$ cat src/rtl/reset_sequencer.sv
// Releases per-subsystem resets one stage at a time in ascending order, waiting a fixed gap and
// then for each stage's ready ack; flags timeout or ready-loss faults with the offending stage.
`timescale 1ns/1ps
module reset_sequencer #(
  parameter int unsigned NUM_STAGES  = 4,
  parameter int unsigned STAGE_DELAY = 16,
  parameter int unsigned TIMEOUT     = 4096,
  parameter int unsigned CNT_W       = 16
) (
  input  logic                  i_sys_clk,
  input  logic                  i_sys_rst,
  input  logic                  i_soft_rst,
  input  logic [NUM_STAGES-1:0] i_stage_ready,
  output logic [NUM_STAGES-1:0] o_stage_rst,
  output logic                  o_all_ready,
  output logic                  o_timeout_err,
  output logic [2:0]            o_err_stage
);

  typedef enum logic [1:0] {StHold, StWaitRdy, StDone, StFault} state_e;

  state_e                state_q, state_d;
  logic [2:0]            idx_q, idx_d;
  logic [CNT_W-1:0]      cnt_q, cnt_d;
  logic [NUM_STAGES-1:0] stage_rst_q, stage_rst_d;
  logic                  all_ready_q, all_ready_d;
  logic                  timeout_err_q, timeout_err_d;
  logic [2:0]            err_stage_q, err_stage_d;

  logic                  cur_ready;
  logic [NUM_STAGES-1:0] done_mask;
  logic [NUM_STAGES-1:0] lost_done;
  logic [NUM_STAGES-1:0] not_ready;
  logic                  fault;
  logic [2:0]            fault_stage;

  function automatic logic [2:0] lowest_set(input logic [NUM_STAGES-1:0] v);
    lowest_set = '0;
    for (int n = NUM_STAGES - 1; n >= 0; n--) begin
      if (v[n]) lowest_set = 3'(n);
    end
  endfunction

  always_comb begin
    cur_ready = 1'b0;
    done_mask = '0;
    for (int n = 0; n < NUM_STAGES; n++) begin
      if (idx_q == 3'(n)) cur_ready = i_stage_ready[n];
      if (3'(n) < idx_q)  done_mask[n] = 1'b1;
    end
    lost_done = done_mask & ~i_stage_ready;
    not_ready = ~i_stage_ready;
  end

  always_comb begin
    state_d       = state_q;
    idx_d         = idx_q;
    cnt_d         = cnt_q;
    stage_rst_d   = stage_rst_q;
    all_ready_d   = all_ready_q;
    timeout_err_d = timeout_err_q;
    err_stage_d   = err_stage_q;
    fault         = 1'b0;
    fault_stage   = idx_q;

    if (i_soft_rst) begin
      // Restart the sequence but keep the fault record for software to inspect.
      state_d     = StHold;
      idx_d       = '0;
      cnt_d       = '0;
      stage_rst_d = '1;
      all_ready_d = 1'b0;
    end else begin
      unique case (state_q)
        StHold: begin
          if (cnt_q == CNT_W'(STAGE_DELAY - 1)) begin
            for (int n = 0; n < NUM_STAGES; n++) begin
              if (idx_q == 3'(n)) stage_rst_d[n] = 1'b0;
            end
            cnt_d   = '0;
            state_d = StWaitRdy;
          end else begin
            cnt_d = cnt_q + CNT_W'(1);
          end
        end
        StWaitRdy: begin
          if (|lost_done) begin
            fault       = 1'b1;
            fault_stage = lowest_set(lost_done);
          end else if (cur_ready) begin
            cnt_d = '0;
            if (idx_q == 3'(NUM_STAGES - 1)) begin
              state_d     = StDone;
              all_ready_d = 1'b1;
            end else begin
              idx_d   = idx_q + 3'd1;
              state_d = StHold;
            end
          end else if (cnt_q == CNT_W'(TIMEOUT - 1)) begin
            fault       = 1'b1;
            fault_stage = idx_q;
          end else begin
            cnt_d = cnt_q + CNT_W'(1);
          end
        end
        StDone: begin
          if (|not_ready) begin
            fault       = 1'b1;
            fault_stage = lowest_set(not_ready);
          end
        end
        StFault: ;
        default: state_d = StFault;
      endcase

      if (fault) begin
        state_d       = StFault;
        cnt_d         = '0;
        stage_rst_d   = '1;
        all_ready_d   = 1'b0;
        timeout_err_d = 1'b1;
        err_stage_d   = fault_stage;
      end
    end
  end

  always_ff @(posedge i_sys_clk) begin
    if (i_sys_rst) begin
      state_q       <= StHold;
      idx_q         <= '0;
      cnt_q         <= '0;
      stage_rst_q   <= '1;
      all_ready_q   <= 1'b0;
      timeout_err_q <= 1'b0;
      err_stage_q   <= '0;
    end else begin
      state_q       <= state_d;
      idx_q         <= idx_d;
      cnt_q         <= cnt_d;
      stage_rst_q   <= stage_rst_d;
      all_ready_q   <= all_ready_d;
      timeout_err_q <= timeout_err_d;
      err_stage_q   <= err_stage_d;
    end
  end

  assign o_stage_rst   = stage_rst_q;
  assign o_all_ready   = all_ready_q;
  assign o_timeout_err = timeout_err_q;
  assign o_err_stage   = err_stage_q;

endmodule

$ cat config.mk
export PLATFORM = sky130hd
export DESIGN_NAME = reset_sequencer
export DESIGN_NICKNAME = d
export VERILOG_FILES = /design/src/rtl/reset_sequencer.sv
export SDC_FILE = /design/constraint.sdc
export NUM_CORES = 1
export LEC_CHECK = 0
export CORE_ASPECT_RATIO = 0.75
export CORE_MARGIN = 5
export CORE_UTILIZATION = 55
export DETAILED_ROUTE_END_ITERATION = 8
export PLACE_DENSITY = 0.76
export SYNTH_ARGS = -nofsm -noshare
export SYNTH_HDL_FRONTEND = slang
export SYNTH_SLANG_ARGS = --single-unit
$ cat constraint.sdc
create_clock -name i_sys_clk -period 3 [get_ports i_sys_clk]
set_input_delay 0.3 -clock i_sys_clk [delete_from_list [all_inputs] [get_ports i_sys_clk]]
set_output_delay 0.3 -clock i_sys_clk [all_outputs]
set_load 0.01 [all_outputs]
==> results.md, run 1 <==
* Status: completed
* # fillers at about 300
* Crit start category: register
* CP arrival at ~2.7 ns
* Pins Over Slew Limit at 0
* Final worst-path cycle share at ~86%
* Area of the multi-input gates at 1120 um^2
* Max-cap check violation count at 0
* Sw Pwr at about 170 uW
* Max clock buf depth at 2
* Total power at approximately 770 uW
* Yosys cell types at between 40 and 50
* Area leader, netlist: dfxtp_1
* TritonCTS buffer count at 5
* Share of cells above drive strength 1 at 8.27%
* CTS tree: done
* Drt first-iter violations at 137
* Post-cts hold buffer count at 0
* Sequential cell area at about 600 um^2
* Largest net degree at the start of global routing at 24
* Clock power share at a little over two fifths
* Wire length per cell at around 15 um
* Post-synthesis mux area share at less than 1%
* Crit path kind: register to register
* Synthesized area at about 1900 um^2
* Port Buf Inserts at 15
* Top-count cell post-synth: dfxtp_1
* Antenna cells at 0
* Setup violators final at 0
* Initial Utilization at between 50 and 60%
* Synth top cells by count: dfxtp_1 (30), a21oi_1 (23), nand2_1 (17)
* Critical Path Max Stage Delay at about 0.52 ns
* CP endpoint kind: register
* Hold depth at 1
* Asr flop ratio synth at 0%
* DIE HEIGHT at about 60 um
* Worst endpoint required time at ~3.2 ns
* Drt via density at approximately 6.1
* Syn_nets at 248
* Fmax at 389 MHz
* Hold crit path type: register to register
* # rows at 18
* Top_reg_cell synth: dfxtp_1
* Core area at 3270 um^2
* Worst path cell trace: inv_1 -> ha_1 -> a311o_1 -> a2111o_1 -> a21boi_0 -> o21ai_0 -> o221a_2
* Pwr Density at about 360 nW/um^2
* Xor/xnor share of the synthesized area at less than 1%
* GRT overflow at 0
* Comb power frac at between 4 and 5%
* R2R depth at 7
* CP Max Fanout at 8
* Minimum clock period at between 2 and 3 ns
* Cells after Synth at 234
* Synth top area share at 32.2%
* DRC at 0
* Clock Skew at 0.00512 ns
* CTS root buf: clkbuf_8
* Initial antenna violation count at 0
* Die footprint at roughly 4700 um^2
* Fin. Hold Viols at 0
* Actual slew at the worst max-slew pin at between 0.6 and 0.7 ns
* Vias at ~1.8k
* Synth Area in Simple Gates at between 20% and 30%
* First-pass GRT wire length at about 7.7 mm
* Main combinational cell family by area after synthesis: simple AND/OR/NAND/NOR gates
* Sw Ratio at between 20 and 25%
* EDFF count, synth at 0
* Num ports at 16
* Synthesized flop and latch total at 30
* Clock latency on the worst-skew pair at between 0.2 and 0.3 ns
* RSZ-0062 raised after global routing: no
* Pint at 599 uW
* Rel. slew slack at roughly three fifths
* Post-DP HPWL at around 3.2 mm
* Post-CTS repair timing setup buffer count at 0
* Vias in the first global route at ~1.6k
* Layout area overhead at 14.4%
* Post-Synth Adder-Cell Area at 4.70%
* Die Wd at 77.2 um
* Sequential Power Share at between 50% and 60%
* Clk sink count at 30
* H-tree depth at 2
* Detailed-route wire length at approximately 4.4 mm
* Maximum VDD drop at just under 0.0003 V
* Synth area leaders: dfxtp_1 (32%), a21oi_1 (6.2%), ha_1 (4.7%), nand3_1 (3.5%), nand2_1 (3.4%)
* Nets at about 270
* Final TNS setup at 0 ns
* Worst path slowest cell: a2111o_1
* Worst-path clk slew at 0.06 ns
* Resize count post-CTS at 0
* Sequential share of the synthesized area at 32.2%
* Drt first pass iters at 5
* GRT Overall Usage at 20.8%
* Synthesis warning total at 0
* Syn Area/Cell at approximately 8 um^2
* DRT antenna net count at 0
* Compound-Gate Fraction of Synth Area at a little over a quarter
* Leakage power at ~0.00070 uW
* Placer Congestion at roughly 0.94
==> worst paths after layout <==
check | endpoint | start | slack, ns
min | o_stage_rst[2]$_SDFFE_PP1P_ | o_stage_rst[2]$_SDFFE_PP1P_ | 0.46
min reg2reg | o_stage_rst[2]$_SDFFE_PP1P_ | o_stage_rst[2]$_SDFFE_PP1P_ | 0.46
max reg2reg | o_err_stage[0]$_SDFFE_PP0P_ | idx_q[1]$_SDFFE_PP0P_ | 0.43
max | o_err_stage[0]$_SDFFE_PP0P_ | idx_q[1]$_SDFFE_PP0P_ | 0.43
==> critical path, delay by kind of cell, from the launching register on <==
family / cells / cell delay [ns]
AO/OA/AOI/OAI: 5 / 1.64
flip-flops: 1 / 0.46
buffers and inverters: 1 / 0.13
adder cells (fa/ha/maj): 1 / 0.22
==> layer usage <==
metal / GRT usage [%] / share of wire, %
met1: 31.6 / 53
met2: 27.6 / 39
met3: 5.49 / 6.5
met4: 7.60 / 1.4
met5: 0 / 0
==> cell type report <==
| type | instances | share of cell area [%] |
|---|---|---|
| Multi-Input combinational cell | 178 | 52.7 |
| Sequential cell | 30 | 28.2 |
| Timing Repair Buffer | 23 | 9.86 |
| Clock buffer | 7 | 4.05 |
| Inverter | 15 | 2.64 |
| Tap cell | 40 | 2.35 |
| Clock inverter | 1 | 0.235 |
==> power groups by stage <==
stage / clock network [uW] / registers [uW] / logic, uW
detailed placement: 0 / 410 / 33.1
global placement: 0 / 410 / 33.2
global route: 367 / 401 / 36.8
finish: 332 / 401 / 33.7
CTS: 344 / 401 / 33.1
floorplan: 0 / 410 / 16.1
==> state kept, by name, indices dropped and copies added, names as in the netlist <==
signal	flops
cnt_q	16
o_stage_rst	4
idx_q	3
o_err_stage	3
state_q	2
o_all_ready	1
o_timeout_err	1
==> metrics by stage <==
step | area [um^2] | hold WS [ns] | utilization (%) | setup slack [ns] | std cells
4_1_cts | 2130 | 0.463 | 65.3 | 0.453 | 294
5_1_grt | 2130 | 0.501 | 65.3 | 0.240 | 294
6_report | 2130 | 0.458 | 65.3 | 0.429 | 294
3_5_place_dp | 2040 | 0.443 | 62.5 | 0.294 | 286
3_3_place_gp | 2040 | 0.434 | 62.5 | 0.324 | 286
2_1_floorplan | 1860 | 0.369 | - | 0.641 | 234
==> layout by cell type, fill, tap and decap left out, types with 6 or more instances in the layout <==
cell	Yosys	layout
nor3_1	8	8
inv_1	15	15
buf_4	0	8
clkdlybuf4s50_1	0	15
or4_1	7	7
o21ai_0	10	10
nand4_1	7	7
ha_1	7	7
a31oi_1	6	6
nor2_1	15	15
a21oi_1	23	23
o31ai_1	8	8
nand3_1	13	13
dfxtp_1	30	30
nand2_1	17	17
clkbuf_8	0	6
==> cells by family after synthesis <==
group           Yosys count
fa+ha+maj                 7
buf+inv                  26
flops                    30
mux                       1
compound gates           74
xor+xnor                  2
simple gates             94
Power figures use the tool's default switching activity.
==> run 2: changes to the inputs <==
CTS_CLUSTER_SIZE = 25   (was default)
==> results of run 2 <==
No change in the layout: final DEF, timing and power equal those of run 1.
==> run 3: changes to the inputs <==
CAP_MARGIN = 20   (was default)
==> results of run 3 <==
No change in the layout: final DEF, timing and power equal those of run 1.
